File: src/rtl/clk_mux_sel_ctrl.sv
// Clock-mux select sequencer: gates the output clock, swaps the mux configuration,
// waits for the mux to settle, then re-enables the clock if requested.
module clk_mux_sel_ctrl #(
    parameter int unsigned GATE_CYC   = 4,
    parameter int unsigned SETTLE_CYC = 2
) (
    input  logic       clk_i,
    input  logic       rstb_i,
    input  logic       prog_i,
    input  logic       req_i,
    input  logic [3:0] req_sel_i,
    input  logic       req_pol_i,
    input  logic       req_en_i,
    output logic [5:0] cbit_o,
    output logic [5:0] cbitb_o,
    output logic       cenb_o,
    output logic       busy_o,
    output logic       ack_o,
    output logic       err_o
);

    typedef enum logic [1:0] {StIdle, StGate, StSwitch, StSettle} state_e;

    localparam logic [7:0] GateLoad   = 8'(GATE_CYC - 1);
    localparam logic [7:0] SettleLoad = 8'(SETTLE_CYC - 1);
    localparam logic [5:0] CbitRst    = 6'b100000;

    state_e     state_q, state_d;
    logic [7:0] cnt_q, cnt_d;
    logic [5:0] cbit_q, cbit_d;
    logic [5:0] pend_q, pend_d;
    logic       rej_q, rej_d;
    logic       ack_q, ack_d;
    logic       err_q, err_d;

    always_comb begin
        state_d = state_q;
        cnt_d   = cnt_q;
        cbit_d  = cbit_q;
        pend_d  = pend_q;
        rej_d   = 1'b0;
        ack_d   = 1'b0;
        // A rejected request reports its error one cycle after it is sampled.
        err_d   = rej_q;
        unique case (state_q)
            StIdle: begin
                if (req_i && !prog_i) begin
                    if (req_sel_i <= 4'd11) begin
                        pend_d  = {req_pol_i, req_en_i, req_sel_i};
                        cnt_d   = GateLoad;
                        state_d = StGate;
                    end else begin
                        rej_d = 1'b1;
                    end
                end
            end
            StGate: begin
                if (cnt_q == 8'd0) state_d = StSwitch;
                else               cnt_d   = cnt_q - 8'd1;
            end
            StSwitch: begin
                cbit_d  = pend_q;
                cnt_d   = SettleLoad;
                state_d = StSettle;
            end
            StSettle: begin
                if (cnt_q == 8'd0) begin
                    state_d = StIdle;
                    ack_d   = 1'b1;
                end else begin
                    cnt_d = cnt_q - 8'd1;
                end
            end
            default: state_d = StIdle;
        endcase
        // Abort; a commit already made on the SWITCH edge is kept.
        if (state_q != StIdle && prog_i) begin
            state_d = StIdle;
            cnt_d   = 8'd0;
            ack_d   = 1'b0;
            err_d   = 1'b1;
        end
    end

    always_ff @(posedge clk_i) begin
        if (!rstb_i) begin
            state_q <= StIdle;
            cnt_q   <= 8'd0;
            cbit_q  <= CbitRst;
            pend_q  <= CbitRst;
            rej_q   <= 1'b0;
            ack_q   <= 1'b0;
            err_q   <= 1'b0;
        end else begin
            state_q <= state_d;
            cnt_q   <= cnt_d;
            cbit_q  <= cbit_d;
            pend_q  <= pend_d;
            rej_q   <= rej_d;
            ack_q   <= ack_d;
            err_q   <= err_d;
        end
    end

    assign busy_o  = (state_q != StIdle);
    assign cenb_o  = busy_o | prog_i | ~cbit_q[4];
    assign cbit_o  = cbit_q;
    assign cbitb_o = ~cbit_q;
    assign ack_o   = ack_q;
    assign err_o   = err_q;

endmodule

File: config.mk
export PLATFORM = sky130hd
export DESIGN_NAME = clk_mux_sel_ctrl
export DESIGN_NICKNAME = d
export VERILOG_FILES = /design/src/rtl/clk_mux_sel_ctrl.sv
export SDC_FILE = /design/constraint.sdc
export NUM_CORES = 1
export LEC_CHECK = 0
export CORE_ASPECT_RATIO = 0.8
export CORE_UTILIZATION = 53
export CTS_CLUSTER_DIAMETER = 80
export CTS_CLUSTER_SIZE = 28
export DETAILED_ROUTE_END_ITERATION = 10
export PLACE_DENSITY_LB_ADDON = 0.25
export RECOVER_POWER = 100
export SYNTH_ARGS = -nofsm -noshare
export SYNTH_HDL_FRONTEND = slang
export SYNTH_SLANG_ARGS = --single-unit
File: constraint.sdc
create_clock -name clk_i -period 4.9 [get_ports clk_i]
set_clock_uncertainty 0.05 [all_clocks]
set_input_delay 0.98 -clock clk_i [delete_from_list [all_inputs] [get_ports clk_i]]
set_output_delay 0.98 -clock clk_i [all_outputs]
set_load 0.02 [all_outputs]
# [Word-level counts from Yosys, hierarchy flattened]
# Index checks and enable logic that the tools add are counted.
# W data, S select, Z words.
[op_classes] n_bitwise=6 add_sub_neg=1 n_reduce_logical=13 magnitude_cmp=1 eq_ne=8 n_mux=12
[ops] operator="$mux W8" count=3
[ops] operator="$pmux W8 S3" count=1
[ops] operator="$ne A2 B2 Y1 const B" count=5
[ops] operator="$reduce_and A3 Y1" count=3
[ops] operator="$logic_not A8 Y1" count=1
[ops] operator="$mux W2" count=4
[ops] operator="$pmux W2 S4" count=1
[ops] operator="$sub A8 B1 Y8 const B" count=1
[ops] operator="$not A6 Y6" count=1
[ops] operator="$eq A2 B2 Y1 const B" count=2
[ops] operator="$le A4 B4 Y1 const B" count=1
[ops] operator="$reduce_and A4 Y1" count=1
[ops] operator="$reduce_or A2 Y1" count=2
[ops] operator="$mux W1" count=3
[ops] operator="$not A1 Y1" count=3
[ops] operator="$reduce_or A3 Y1" count=1
[ops] operator="$eq A2 B1 Y1 const B" count=1
[ops] operator="$logic_and A1 B1 Y1" count=2
[ops] operator="$logic_not A2 Y1" count=1
[ops] operator="$or A1 B1 Y1" count=2
[ops] operator="$reduce_bool A2 Y1" count=1
[ops] operator="$logic_not A1 Y1" count=1
[totals] out_inout_bits=16 regBits=25 elab_cells=48 inputBits=10

# [Depth between registers and ports, before layout]
[depth] depth_word=4 depth_mapped=7 mapped_depth_nobuf=6

# [Least setup slack after synthesis]
# No wires, ideal clock.
[synth_timing] path_type="input -> output" from="in prog_i" to="out cenb_o" arrival_ps=1299 path_stages=2 path_slack_ps=2571 required_time_ps=3870 cell_sequence="nor2b_1 nand2_1"
[synth_via] elab_chain_len=2
[synth_lines] element="start: declaration" line_no="9" rtl="input logic prog_i,"
[synth_lines] element="$or A1 B1 Y1 (2 in series)" line_no="106" rtl="assign cenb_o = busy_o | prog_i | ~cbit_q[4];"
[synth_lines] element="end: declaration" line_no="16" rtl="output logic cenb_o,"
# No other way between the ends.

# [Worst setup path in the final report]
# Ends and elaborated chain as after synthesis.

==> metrics <==
status finished, final reports clean; Setup violations, final 0; Rel. slew slack 34.6%; setup_tns 0 ns; fmax 285 MHz; placer congestion estimate 0.856; grt ovf 0; Most used DFF post-synth dfxtp_1; WHS 0.439 ns; Reg clk slew, reported paths 0.13 ns; Synth Warn # 0; top post-synthesis cells by area dfxtp_1 42%, mux2i_1 10%, nor2b_1 6.9%; Post-Syn Instances 133; Placed Area 1450 um^2; Crit Path Class in2out; WP data required 3.87 ns; Cell Pwr Density 417 nW/um^2; DR vias 1039; flops & latches, synth 25; maximum vdd drop 323 uV; Avg Inst Size Synth 8.90 um^2; CTS tree done; initial core utilization 59.3%; leading cell type by number of instances after synthesis dfxtp_1; Arr. time, crit path 2.48 ns; Lkg Pwr 0.000581 uW; WHS Endpoint err_o; hpwl dp 1840 um; synthesized area 1180 um^2; unique cell type count in the Yosys netlist 28; DR WL/cell 13.6 um; R2R Setup Slk 2.73 ns; layout cell share with drive strength beyond 1 3.14%; worst hold path class reg2reg; TritonCTS buffer count 3; Worst setup EP type output port; final slew viol count 0; Final period util 71.6%; top-area cell type share of the netlist area 42.3%; cts hold-fix bufs 0; CP Max Fanout 3; Max-Cap Viols 0; clock latency on the worst-skew pair 0.32 ns; DRT Pass-1 Iters 5; setup bufs post-CTS 0; I/O Pins 26; diodes inserted 0; H-tree Lvls 1; drt drc 0; crit start category input port; Core ar. 2000 um^2; die area 2430 um^2; post-synth top area cell dfxtp_1; # rows 14; Routed WL 2480 um; most frequent cells after synthesis 25 x dfxtp_1, 14 x inv_1, 13 x nor2b_1; RSZ-0062 raised after global routing no; Least-Margin Pin Slew 0.976 ns; HP Start rej_q; hold depth 1; vias per std cell 5.68; Final min period 3.51 ns; post-CTS resize count 0; remaining antenna violation count 0; Root Driver clkbuf_4; Sink Count 25; Port Buffers 25; final core occ 73.9%; Starting DRT DRC Count 27; Hold Vio Cnt, Final 0; Die W 54.8 um; fin area 1480 um^2; Max Buffers Root-to-Sink 2; Die Height 44.3 um; largest net degree at the start of global routing 17; share of async-settable or async-resettable flops after synthesis 0%; Layout area overhead 24.7%; reg2reg start state_q[0]; Mapped Nets 149; Worst R2R Path Depth 6; worst reg2reg endpoint state_q[0]; GRT Resource Usage Total 24.5%; Seq/Total Area, Yosys 42.3%; number of synthesized flops with an enable pin 0; first-pass GRT wire length 4220 um; antenna violations before repair 0; number of global-route vias before repair 981; nets@finish 176
area by class of cell:
cell class,count,area [um^2]
multi-input combinational,91,617
fill,158,520
sequential,25,500
clock buffer,4,26.3
timing repair buffer,25,250
tap,24,30.0
inverter,14,52.6
stage by stage:
step                      setup slack [ns]  total power [uW]  std cells
after floorplan                       2.57               452        133
after global placement                1.68               516        179
after detailed placement              1.66               528        179
after CTS                             1.63               622        183
after global routing                  1.33               661        183
final                                 1.39               616        183
state kept, by name (all words and copies together) (netlist names):
register  flops
pend_q        6
rej_q         1
ack_o         1
err_o         1
cnt_q         8
state_q       2
cbit_o        6
how the worst max path moves through the flow:
stage | from | endpoint | slack (ns) | cells past startpoint
CTS | prog_i | cenb_o | 1.63 | 4
finish | prog_i | cenb_o | 1.39 | 4
detailed placement | prog_i | cenb_o | 1.66 | 4
global placement | prog_i | cenb_o | 1.68 | 4
floorplan | prog_i | cenb_o | 2.57 | 2
global route | prog_i | cenb_o | 1.33 | 4
worst max-delay path, cell delays in order:
cell and delay (ns):
dlygate4sd3_1 0.57, nor2b_1 0.21, nand2_1 0.07, dlygate4sd3_1 0.64
per-layer routing:
metal	up-vias	GRT usage, %	part of all wire (%)
met3	4	7.90	6.1
met5	-	0	0
met4	0	7.18	0.81
met2	36	40.5	46
met1	485	30.0	47
li1	514	-	-
cell families (layout without fill, tap and decap cells):
group / Yosys count / count (layout) / share of synthesized area, %
AO/OA/AOI/OAI: 29 / 29 / 14.5
flip-flops: 25 / 25 / 42.3
buffers and inverters: 17 / 43 / 5.60
adder cells (fa/ha/maj): 6 / 6 / 6.34
AND/OR/NAND/NOR: 43 / 43 / 20.2
multiplexers: 13 / 13 / 11.1
cells in the final DEF (no fill, tap or decap), drive strengths merged:
| master | n |
|---|---|
| nor2b | 13 |
| a21oi | 11 |
| mux2i | 12 |
| o311a | 2 |
| and3b | 1 |
| nor3b | 1 |
| o21a | 1 |
| nand3b | 1 |
| dlygate4sd3 | 18 |
| clkdlybuf4s50 | 7 |
| nor3 | 3 |
| dfxtp | 25 |
| o31ai | 2 |
| mux2 | 1 |
| nor4 | 1 |
| inv | 14 |
| nor2 | 6 |
| o21bai | 1 |
| or3 | 1 |
| o21ai | 9 |
| a31oi | 1 |
| o211ai | 2 |
| and4 | 1 |
| nand2 | 8 |
| nand3 | 6 |
| clkbuf | 4 |
| nor4b | 1 |
| ha | 6 |
where the power goes:
group,internal [uW],switching (uW),leakage [uW],total (uW)
sequential,228,21.1,0.000203,249
combinational,114,163,0.000363,277
clock,31.9,58.2,0.0000150,90.1
(Power assumes the default switching activity.)
